### src/rtl/alu_bit_serial_ctrl_if.sv
// Request/response and 1-bit slice signals of the bit-serial ALU sequencer.
// The slave modport is the sequencer side. The master modport is the requester plus the external slice.
interface alu_bit_serial_ctrl_if #(
  parameter int WIDTH = 32
);
  logic             start;
  logic [5:0]       funct;
  logic [WIDTH-1:0] src_a;
  logic [WIDTH-1:0] src_b;
  logic             busy;
  logic             done;
  logic [WIDTH-1:0] result;
  logic             zero;
  logic             overflow;
  logic             illegal;
  logic             slice_a;
  logic             slice_b;
  logic             slice_invert;
  logic             slice_cin;
  logic             slice_less;
  logic [5:0]       slice_op;
  logic             slice_out;
  logic             slice_set;
  logic             slice_cout;

  modport slave (
    input  start, funct, src_a, src_b, slice_out, slice_set, slice_cout,
    output busy, done, result, zero, overflow, illegal,
    output slice_a, slice_b, slice_invert, slice_cin, slice_less, slice_op
  );

  modport master (
    output start, funct, src_a, src_b, slice_out, slice_set, slice_cout,
    input  busy, done, result, zero, overflow, illegal,
    input  slice_a, slice_b, slice_invert, slice_cin, slice_less, slice_op
  );
endinterface

### src/rtl/alu_bit_serial_ctrl.sv
// Bit-serial ALU sequencer: drives an external 1-bit ALU slice LSB first.
// It supports ADD, SUB, AND, OR and SLT, with a carry flop between cycles.
module alu_bit_serial_ctrl #(
  parameter int WIDTH = 32
) (
  input logic                clk,
  input logic                rst,
  alu_bit_serial_ctrl_if.slave bus
);
  localparam int CW = (WIDTH > 2) ? $clog2(WIDTH) : 1;
  localparam logic [5:0] FN_AND = 6'd36;
  localparam logic [5:0] FN_OR  = 6'd37;
  localparam logic [5:0] FN_ADD = 6'd32;
  localparam logic [5:0] FN_SUB = 6'd34;
  localparam logic [5:0] FN_SLT = 6'd42;

  typedef enum logic [1:0] {IDLE, RUN, FIX, DONE} state_e;

  state_e           state_q;
  logic [WIDTH-1:0] opA_q, opB_q, result_q;
  logic [5:0]       funct_q;
  logic [CW-1:0]    k_q;
  logic             carry_q, msbSet_q;
  logic             busy_q, done_q, zero_q, overflow_q, illegal_q;

  logic             sliceA_d, sliceB_d, sliceInv_d, sliceCin_d, sliceLess_d;
  logic [5:0]       sliceOp_d;
  logic [WIDTH-1:0] resultShift_d;
  logic             invert_d, isLast_d, legal_d, addSub_d;

  assign invert_d      = (funct_q == FN_SUB) || (funct_q == FN_SLT);
  assign addSub_d      = (funct_q == FN_ADD) || (funct_q == FN_SUB);
  assign isLast_d      = (k_q == CW'(WIDTH-1));
  assign legal_d       = (bus.funct == FN_AND) || (bus.funct == FN_OR) ||
                         (bus.funct == FN_ADD) || (bus.funct == FN_SUB) ||
                         (bus.funct == FN_SLT);
  assign resultShift_d = {bus.slice_out, result_q[WIDTH-1:1]};

  // Slice controls must track the current bit in the same cycle, so they are combinational.
  always_comb begin
    sliceA_d    = 1'b0;
    sliceB_d    = 1'b0;
    sliceInv_d  = 1'b0;
    sliceCin_d  = 1'b0;
    sliceLess_d = 1'b0;
    sliceOp_d   = FN_AND;
    case (state_q)
      RUN: begin
        sliceA_d   = opA_q[0];
        sliceB_d   = opB_q[0];
        sliceInv_d = invert_d;
        sliceCin_d = (k_q == '0) ? invert_d : carry_q;
        sliceOp_d  = (funct_q == FN_SLT) ? FN_SUB : funct_q;
      end
      FIX: begin
        sliceOp_d   = FN_SLT;
        sliceLess_d = msbSet_q;
      end
      default: ;
    endcase
  end

  always_ff @(posedge clk or posedge rst) begin
    if (rst) begin
      state_q    <= IDLE;
      opA_q      <= '0;
      opB_q      <= '0;
      result_q   <= '0;
      funct_q    <= '0;
      k_q        <= '0;
      carry_q    <= 1'b0;
      msbSet_q   <= 1'b0;
      busy_q     <= 1'b0;
      done_q     <= 1'b0;
      zero_q     <= 1'b0;
      overflow_q <= 1'b0;
      illegal_q  <= 1'b0;
    end else begin
      done_q <= 1'b0;
      case (state_q)
        IDLE: begin
          if (bus.start) begin
            opA_q      <= bus.src_a;
            opB_q      <= bus.src_b;
            funct_q    <= bus.funct;
            k_q        <= '0;
            result_q   <= '0;
            overflow_q <= 1'b0;
            illegal_q  <= !legal_d;
            busy_q     <= 1'b1;
            if (legal_d) begin
              state_q <= RUN;
            end else begin
              state_q <= DONE;
              done_q  <= 1'b1;
              zero_q  <= 1'b1;
            end
          end
        end
        RUN: begin
          carry_q  <= bus.slice_cout;
          result_q <= resultShift_d;
          opA_q    <= opA_q >> 1;
          opB_q    <= opB_q >> 1;
          k_q      <= k_q + 1'b1;
          if (isLast_d) begin
            // Signed overflow is the carry into the MSB differing from the carry out of it.
            msbSet_q   <= bus.slice_set;
            overflow_q <= addSub_d & (sliceCin_d ^ bus.slice_cout);
            if (funct_q == FN_SLT) begin
              state_q <= FIX;
            end else begin
              state_q <= DONE;
              done_q  <= 1'b1;
              zero_q  <= (resultShift_d == '0);
            end
          end
        end
        FIX: begin
          result_q   <= {{(WIDTH-1){1'b0}}, bus.slice_out};
          overflow_q <= 1'b0;
          zero_q     <= !bus.slice_out;
          done_q     <= 1'b1;
          state_q    <= DONE;
        end
        DONE: begin
          busy_q  <= 1'b0;
          state_q <= IDLE;
        end
        default: state_q <= IDLE;
      endcase
    end
  end

  assign bus.busy         = busy_q;
  assign bus.done         = done_q;
  assign bus.result       = result_q;
  assign bus.zero         = zero_q;
  assign bus.overflow     = overflow_q;
  assign bus.illegal      = illegal_q;
  assign bus.slice_a      = sliceA_d;
  assign bus.slice_b      = sliceB_d;
  assign bus.slice_invert = sliceInv_d;
  assign bus.slice_cin    = sliceCin_d;
  assign bus.slice_less   = sliceLess_d;
  assign bus.slice_op     = sliceOp_d;
endmodule

### src/flat_wrapper.sv
// flat-port wrapper written by rule: the top's interface ports become plain ports
module alu_bit_serial_ctrl_flat 
#(
  parameter int WIDTH = 32
)
  (clk, rst, bus_start, bus_funct, bus_src_a, bus_src_b, bus_slice_out, bus_slice_set, bus_slice_cout, bus_busy, bus_done, bus_result, bus_zero, bus_overflow, bus_illegal, bus_slice_a, bus_slice_b, bus_slice_invert, bus_slice_cin, bus_slice_less, bus_slice_op);
  alu_bit_serial_ctrl_if #(.WIDTH(WIDTH)) bus_i ();
  input logic clk;
  input logic rst;
  input wire logic [$bits(bus_i.start)-1:0] bus_start;
  input wire logic [$bits(bus_i.funct)-1:0] bus_funct;
  input wire logic [$bits(bus_i.src_a)-1:0] bus_src_a;
  input wire logic [$bits(bus_i.src_b)-1:0] bus_src_b;
  input wire logic [$bits(bus_i.slice_out)-1:0] bus_slice_out;
  input wire logic [$bits(bus_i.slice_set)-1:0] bus_slice_set;
  input wire logic [$bits(bus_i.slice_cout)-1:0] bus_slice_cout;
  output wire logic [$bits(bus_i.busy)-1:0] bus_busy;
  output wire logic [$bits(bus_i.done)-1:0] bus_done;
  output wire logic [$bits(bus_i.result)-1:0] bus_result;
  output wire logic [$bits(bus_i.zero)-1:0] bus_zero;
  output wire logic [$bits(bus_i.overflow)-1:0] bus_overflow;
  output wire logic [$bits(bus_i.illegal)-1:0] bus_illegal;
  output wire logic [$bits(bus_i.slice_a)-1:0] bus_slice_a;
  output wire logic [$bits(bus_i.slice_b)-1:0] bus_slice_b;
  output wire logic [$bits(bus_i.slice_invert)-1:0] bus_slice_invert;
  output wire logic [$bits(bus_i.slice_cin)-1:0] bus_slice_cin;
  output wire logic [$bits(bus_i.slice_less)-1:0] bus_slice_less;
  output wire logic [$bits(bus_i.slice_op)-1:0] bus_slice_op;
  assign bus_i.start = bus_start;
  assign bus_i.funct = bus_funct;
  assign bus_i.src_a = bus_src_a;
  assign bus_i.src_b = bus_src_b;
  assign bus_i.slice_out = bus_slice_out;
  assign bus_i.slice_set = bus_slice_set;
  assign bus_i.slice_cout = bus_slice_cout;
  assign bus_busy = bus_i.busy;
  assign bus_done = bus_i.done;
  assign bus_result = bus_i.result;
  assign bus_zero = bus_i.zero;
  assign bus_overflow = bus_i.overflow;
  assign bus_illegal = bus_i.illegal;
  assign bus_slice_a = bus_i.slice_a;
  assign bus_slice_b = bus_i.slice_b;
  assign bus_slice_invert = bus_i.slice_invert;
  assign bus_slice_cin = bus_i.slice_cin;
  assign bus_slice_less = bus_i.slice_less;
  assign bus_slice_op = bus_i.slice_op;
  alu_bit_serial_ctrl #(.WIDTH(WIDTH)) u_core (.clk(clk), .rst(rst), .bus(bus_i));
endmodule
### config.mk
export PLATFORM = sky130hd
export DESIGN_NAME = alu_bit_serial_ctrl_flat
export DESIGN_NICKNAME = d
export VERILOG_FILES = /design/src/rtl/alu_bit_serial_ctrl_if.sv /design/src/rtl/alu_bit_serial_ctrl.sv /design/src/flat_wrapper.sv
export SDC_FILE = /design/constraint.sdc
export NUM_CORES = 1
export LEC_CHECK = 0
export ABC_AREA = 1
export BUFFER_PORTS_ARGS = -buffer_cell sky130_fd_sc_hd__clkbuf_2
export CAP_MARGIN = 20
export CELL_PAD_IN_SITES_DETAIL_PLACEMENT = 1
export CELL_PAD_IN_SITES_GLOBAL_PLACEMENT = 2
export CORE_AREA = 8 8 141 143
export CTS_CLUSTER_DIAMETER = 30
export DETAILED_ROUTE_END_ITERATION = 8
export DIE_AREA = 0 0 149 151
export PLACE_DENSITY_LB_ADDON = 0.1
export SLEW_MARGIN = 25
export SYNTH_ARGS = -nofsm -noshare
export SYNTH_HDL_FRONTEND = slang
export SYNTH_SLANG_ARGS = --single-unit
export TNS_END_PERCENT = 10
### constraint.sdc
create_clock -name clk -period 4.7 [get_ports clk]
set_input_delay 0.235 -clock clk [delete_from_list [all_inputs] [get_ports clk]]
set_output_delay 0.235 -clock clk [all_outputs]
set_load 0.05 [all_outputs]
======== Yosys cells after proc, flatten, opt, wreduce, memory -nomap -nowiden ========
Cells that the tools add are included.
cells by class
  add/subtract/negate cells ............... 1
  equal/unequal tests ..................... 16
  mux-type cells .......................... 36
  bitwise operators ....................... 2
  reductions and logical operators ........ 22
operators by type and width
  cell                                                           number
  32-bit one-hot mux with 2 select lines                         2
  32-bit two-way mux                                             3
  32-bit one-hot mux with 3 select lines                         1
  6-bit equality test, second input constant                     8
  32-bit logical NOT                                             1
  1-bit two-way mux                                              18
  6-bit one-hot mux with 2 select lines                          1
  2-bit AND reduction                                            6
  5-bit one-hot mux with 2 select lines                          1
  1-bit one-hot mux with 3 select lines                          3
  2-bit one-hot mux with 4 select lines                          1
  1-bit logical OR                                               6
  2-bit two-way mux                                              3
  6-bit two-way mux                                              1
  2-bit != test, second input constant                           3
  5-bit by 1-bit adder with 5-bit output, second input constant  1
  5-bit equality test, second input constant                     1
  5-bit logical NOT                                              1
  5-bit two-way mux                                              1
  5-bit AND reduction                                            1
  2-bit equality test, second input constant                     2
  2-bit nonzero test                                             2
  3-bit AND reduction                                            1
  3-bit nonzero test                                             1
  other kinds (7)                                                8
word-level totals
  bits in registers ....................... 116
  bits of input ports ..................... 76
  output and inout bits ................... 48
  word-level logic and storage cells ...... 90

======== Longest topological paths before layout ========
Gate-level depths: netlist of the first run.
  word-level depth ........................ 8
  depth in mapped cells ................... 10
  depth with buffers taken out ............ 10

======== Worst setup path after synthesis of the first run ========
Ideal clock, no wire load.
  kind .................................... register to output
  start point ............................. reg u_core.state_q[1]
  end point ............................... out bus_slice_op[2]
  data arrival time ....................... 2.248 ns
  required time ........................... 4.465 ns
  path slack .............................. 2.217 ns
  stages on the path, launching flop included .. 7
  buffers on the path ..................... 3
  path through ............................ dfrtp_1 > inv_1 > ha_1 > buf_2 > buf_2 > buf_1 > o21ai_0
on the way
  cells in the longest elaborated chain, start to end .. 2
  elaborated cells on any way between the ends .. 3
  those cells by class .................... eq/ne: 2; mux: 1
RTL lines
  item                                                                                          RTL line                   text
  from (decl)                                                                                   alu_bit_serial_ctrl.sv:19  state_e state_q;
  from (signal assigned)                                                                        alu_bit_serial_ctrl.sv:65  state_q <= IDLE;
  from (signal assigned)                                                                        alu_bit_serial_ctrl.sv:92  state_q <= RUN;
  from (signal assigned)                                                                        alu_bit_serial_ctrl.sv:94  state_q <= DONE;
  2-bit equality test / 2-bit by 1-bit equality test with 1-bit output (equally long branches)  alu_bit_serial_ctrl.sv:47  case (state_q)
  6-bit one-hot mux with 2 select lines (*)                                                     alu_bit_serial_ctrl.sv:47
  to (decl)                                                                                     flat_wrapper.sv:28         output wire logic [$bits(bus_i.slice_op)-1:0] bus_slice_op;
Mark *: on every way between the ends. The rest lies on a longest branch, timed or not.

======== Worst setup path after layout of the first run ========
  start point ............................. reg u_core.state_q[1]
  end point ............................... out bus_slice_op[3]
Same word-level chain as after synthesis.

==> impl_metrics.toml, run 1 <==
[setup_path]
startpoint = "u_core.state_q[1]$_DFFE_PP0P_"
cp-endpoint = "bus_slice_op[3]"
worst_setup_path_end_kind = "output port"
reg2reg_depth = 7
reg2reg_slack_ps = 1980
worstPathArrival_ps = 2660
start_kind = "flip-flop"
crit_required_ps = 4470
cp_max_fo = 53
r2r_end = "u_core.opA_q[6]$_DFFE_PP0P_"
worstSetupPathType = "reg2out"
reg2reg_from = "u_core.state_q[1]$_DFFE_PP0P_"

[outcome]
status = "finished clean"

[sta]
finalClockSkew_ps = 11.1
fin_setup_tns_ps = 0
worstMarginPinSlew_ps = 767
setup_viol = 0
slew_headroom_pct = 48.8
period_needed_ps = 2900
slew_viol_final = 0
fin_crit_sh_pct = 61.7
hold_viol_final = 0
max_freq_mhz = 345
rsz0062_at_grt = "no"

[detailed_routing]
viasPerCell = 4.84
drtIter0Drc = 222
drc = 0
num_vias = 4819
antenna_left = 0
firstDrtPassIters = 4
wl_per_cell_um = 16.1
routed_wl_um = 16000

[logic_synthesis]
netlist_instances = 648
ys_seq_area_share_pct = 53.8
synthArstFlopShare_pct = 100
synth_top_area_share_pct = 53.8
ys_ff_latch = 116
syn_avg_cell_area_um2 = 8.33
synth_edf_count = 0
ys.flop_type = "dfrtp_1"
yosysTopAreaCell = "dfrtp_1"
synth_cell_type_count = 24
synth_fp_nets = 731
synth_warnings = 0
netlist_area_um2 = 5400
ys_top_cells_by_area = "dfrtp_1 (54%), nand2_1 (12%), a31oi_1 (7.4%), nor2_1 (6.5%), inv_1 (4.0%)"

[final_layout]
final_area_um2 = 6720
drive_gt1_share_pct = 21.0
post-route-util_pct = 38.1
nNetsFinal = 840
area_delta_synth_final_pct = 24.5
n_antenna_cell = 0
stdcell_count = 996

[global_routing]
antenna_found_initial = 0
grt-ovfl-total = 0
grt_usage_pct = 14.9
grt_pass1_wl_um = 26800
grt_max_degree = 83
grt_pass1_vias = 5221

[placement]
post_dp_cell_area_um2 = 6150
dpl.hpwl_um = 11000
place_inst = 966
gp_congestion = 0.734
port_buffers = 123

[floorplan]
chipHeight_um = 151
ios = 124
die-area_um2 = 22500
fp-row-count = 49
die_x_um = 149
start_util_pct = 30.6
core_um2 = 17700

[clock_tree]
cts_root_buffer = "clkbuf_16"
clk_pin_slew_worst_paths_ps = 50
cts_sinks = 116
worstSkewPairLatency_ps = 410
numCtsBuffers = 17
postCtsSetupRepairBufs = 0
clock_path_buffers = 2
cts_tree = "done"
h-tree-depth = 4

[power_and_ir_drop]
intPower_mw = 2.72
switching_share_pct = 43.2
leakage_nw = 3.24
combPwrFrac_pct = 41.6
power_mw = 4.80
powerDensity_nw_per_um2 = 714
worst_ir_drop_vdd_mv = 0.354
seq_power_share_pct = 32.8
clkPwrFrac_pct = 25.6
p_sw_mw = 2.07

[job]
cap_violations = 0

[hold_path]
worst_hold_path_type = "in2reg"
-- synthesized netlist by cell type (2+ instances only) --
master / instances
nand4_1: 7
o22ai_1: 2
buf_1: 3
nand2_1: 173
buf_6: 5
o21ai_0: 27
a22o_1: 2
ha_1: 7
nand2_2: 2
nor3_1: 2
dfrtp_1: 116
a21oi_1: 10
o31ai_1: 8
a31oi_1: 64
nor2_1: 94
buf_2: 17
clkbuf_1: 13
nand3_1: 21
o32ai_1: 13
inv_1: 58
-- repair_timing --
action,CTS,global route
endpoints found under the hold margin,0,13
resized for setup,0,0
hold buffers,0,1
-- worst max-delay path: stages (launching register included) --
cell and delay, ps:
dfrtp_1 420, inv_1 150, ha_4 440, buf_4 560
nand3_1 150, a21oi_1 190, clkbuf_2 310
-- kinds of logic after synthesis --
group,count (synthesis),synth area share (%)
DFF,116,53.8
and+or+nand+nor,299,21.7
buffers and inverters,98,7.98
AOI/OAI and AO/OA,128,14.9
adders and majority gates,7,1.62
-- through the flow --
step | hold WS [ps] | worst slack, ps
after global placement | 470 | 2050
after global routing | 49.5 | 1580
after CTS | 42.2 | 1720
after detailed placement | 479 | 1920
after floorplan | 356 | 1390
final | 61.1 | 1800
-- placed cells by master, fill, tap and decap left out --
master and instances:
clkbuf_16 17, nand3_1 21, clkinvlp_4 1, clkbuf_1 3
o211ai_1 1, nor3_1 2, ha_1 6, buf_4 5
clkinv_2 2, inv_6 1, bufinv_16 1, a22o_1 2
clkbuf_2 123, o21ai_4 1, inv_2 2, nand2_1 173
o22ai_1 2, o32ai_1 13, nor2_1 94, inv_1 56
o21ai_0 27, a31oi_1 64, dlygate4sd3_1 1, ha_4 1
o31ai_1 8, nand2_2 2, dfrtp_1 116, nand4_1 7
clkbuf_8 5, a21oi_1 10
-- power groups by stage --
stage                     clock, mW  sequential, mW  combinational, mW
final                          1.23            1.57               1.99
after global routing           1.31            1.62               2.27
after CTS                      1.26            1.58               2.05
after detailed placement          0            1.59               2.04
after global placement            0            1.58               1.98
after floorplan                   0            1.62               1.54
-- final cells by class --
cell class,count,area [um^2]
repair buffers,129,663
clock inverters,4,47.5
inverters,59,226
multi-input cells,434,2090
flip-flops and latches,116,2900
clock buffers,25,505
fillers,2127,10900
well taps,229,287
-- sequential cells by signal, indices dropped and copies added, names as in the netlist --
name,cells
u_core.bus.result,32
u_core.opA_q,32
u_core.opB_q,32
u_core.funct_q,6
u_core.k_q,5
u_core.state_q,2
u_core.bus.busy,1
u_core.bus.done,1
u_core.bus.illegal,1
u_core.bus.overflow,1
u_core.bus.zero,1
u_core.carry_q,1
u_core.msbSet_q,1
-- routing by layer --
metal / routed length [um] / global-route usage, % / vias up
met5: 0 / 0 / -
met4: 167 / 4.85 / 0
met3: 780 / 4.81 / 11
met2: 7830 / 24.5 / 76
met1: 7270 / 18.1 / 2374
li1: - / - / 2358
-- worst min-delay path by stage --
| stage | to | slack, ps | from | depth (start not counted) |
|---|---|---|---|---|
| after floorplan | u_core.carry_q$_DFFE_PP0P_ | 360 | bus_slice_cout | 2 |
| final | u_core.opB_q[3]$_DFFE_PP0P_ | 60 | bus_src_b[3] | 3 |
| after detailed placement | u_core.bus.illegal$_DFFE_PP0P_ | 480 | u_core.bus.illegal$_DFFE_PP0P_ | 2 |
| after CTS | u_core.opB_q[19]$_DFFE_PP0P_ | 40 | bus_src_b[19] | 3 |
| after global placement | u_core.bus.illegal$_DFFE_PP0P_ | 470 | u_core.bus.illegal$_DFFE_PP0P_ | 2 |
| after global routing | u_core.opB_q[8]$_DFFE_PP0P_ | 50 | bus_src_b[8] | 3 |
(Power assumes the default switching activity.)
==> run 2, diff against run 1 <==
CORE_AREA = 8 8 148 150   (was 8 8 141 143)
DIE_AREA = 0 0 156 158   (was 0 0 149 151)
clock period = 2.6 ns   (was 4.7 ns; I/O delays follow)
==> run 2 against run 1 <==
Non-clock buffer count increased by 75. Setup slack got worse by 1400 ps. Routed wire length increased by 6.1%. Sequential power increased by 82%. Core utilization increased by 0.58 points. Critical endpoint is now bus_slice_cin. Largest cell class unchanged. Largest power group unchanged.
==> impl_metrics.toml, run 2 (same netlist as run 1, synthesis figures left out) <==
[placement]
gp_congestion = 0.751
place_inst = 1011
dpl.hpwl_um = 11400
pre_cts_slack_ps = 512
post_dp_cell_area_um2 = 6320
port_buffers = 123

[floorplan]
chipHeight_um = 158
start_util_pct = 27.4
core_um2 = 19700
die_x_um = 156
die-area_um2 = 24600
fp-row-count = 52
ios = 124

[power_and_ir_drop]
leakage_nw = 3.59
powerDensity_nw_per_um2 = 1180
worst_ir_drop_vdd_mv = 0.557

[detailed_routing]
routed_wl_um = 17000
antenna_left = 0
drc = 0
firstDrtPassIters = 4
viasPerCell = 4.61
drtIter0Drc = 168
wl_per_cell_um = 15.3
num_vias = 5138

[clock_tree]
cts_tree = "done"
clock_path_buffers = 2
postCtsSetupRepairBufs = 0
numCtsBuffers = 17
cts_sinks = 116
cts_root_buffer = "clkbuf_16"
clk_pin_slew_worst_paths_ps = 60
h-tree-depth = 4
worstSkewPairLatency_ps = 410

[sta]
finalClockSkew_ps = 9.40
worstMarginPinSlew_ps = 687
hold_viol_final = 0
fin_crit_sh_pct = 85.0
rsz0062_at_grt = "no"
slew_viol_final = 0
setup_slack_ps = 390
slew_headroom_pct = 54.2
fin_setup_tns_ps = 0
max_freq_mhz = 452
period_needed_ps = 2210
setup_viol = 0

[setup_path]
path_delay_family = "buffers and inverters"
cp_common_cell = "inv_1"
worstPathCellList = "inv_1, ha_4, buf_12, nand3_1, inv_1, clkbuf_2"
crit_required_ps = 2470
cp_max_fo = 91
worstPathArrival_ps = 2080
worstSetupPathType = "reg2out"
worst_setup_path_end_kind = "output port"
cpPeakStageDelay_ps = 410
cp_slowest_cell = "dfrtp_1"
crit_buf_inv = 4
start_kind = "flip-flop"

[final_layout]
stdcell_count = 1114
nNetsFinal = 915
final_common_cell = "nand2_1"
final_cell_mix = "nand2_1 (173), clkbuf_2 (120), dfrtp_1 (116)"
drive_gt1_share_pct = 20.0
final_area_um2 = 7620
n_antenna_cell = 0
area_delta_synth_final_pct = 41.1

[global_routing]
grt_max_degree = 92
grt_pass1_wl_um = 28800
grt_pass1_vias = 5678
grt-ovfl-total = 0
grt_usage_pct = 14.7
antenna_found_initial = 0

[hold_path]
worst_hold_path_type = "in2reg"

[outcome]
status = "finished clean"

[job]
cap_violations = 0
-- run 2: worst min-delay path: stages --
cell and delay (ps):
clkbuf_2 130, nand3_1 80, o21ai_0 70
-- run 2: power breakdown --
group	switching (mW)	leakage [nW]	total, mW	internal (mW)
Combinational	2.64	1.90	3.81	1.17
Clock	0.837	0.288	2.31	1.47
Sequential	0.380	1.40	2.86	2.48
Total	3.85	3.59	8.98	5.12
-- run 2: repair_timing --
| action | CTS | global route |
|---|---|---|
| endpoints found under the setup margin | 0 | 0 |
| hold buffers | 72 | 0 |
| gates resized for setup | 0 | 0 |
| hold endpoints to repair | 93 | 0 |
-- run 2: metal layers --
layer	part of all wire [%]	GRT usage (%)	wire, um
met2	48	24.6	8240
met3	4.4	3.71	741
met1	46	18.1	7830
met4	1.3	5.18	218
met5	0	0	0
-- run 2: metrics by stage --
step	utilization, %	hold slack, ps	total power [mW]
after floorplan	-	251	5.71
after global placement	32.1	248	6.57
after detailed placement	32.1	253	6.71
after CTS	38.6	10.0	9.16
after global routing	38.6	44.9	9.73
final	38.6	26.2	8.98
-- run 2: cell type report --
cell class	count	area, um^2
fill	2354	12100
sequential	116	2900
multi-input combinational	434	2090
timing repair buffer	204	1490
clock buffer	21	470
tap	270	338
inverter	59	225
clock inverter	10	106
-- run 2: path summary, 6_finish.rpt --
check,start,endpoint,cells after the start,slack [ps]
setup / recovery,u_core.state_q[1]$_DFFE_PP0P_,bus_slice_cin,6,390
hold / removal,bus_slice_out,u_core.bus.result[31]$_DFFE_PP0P_,3,30
hold reg to reg,u_core.opB_q[31]$_DFFE_PP0P_,u_core.opB_q[31]$_DFFE_PP0P_,1,510
max in group asynchronous,rst,u_core.opB_q[17]$_DFFE_PP0P_,4,1500
setup reg to reg,u_core.state_q[0]$_DFFE_PP0P_,u_core.opB_q[9]$_DFFE_PP0P_,7,540
min in group asynchronous,rst,u_core.opA_q[20]$_DFFE_PP0P_,3,370
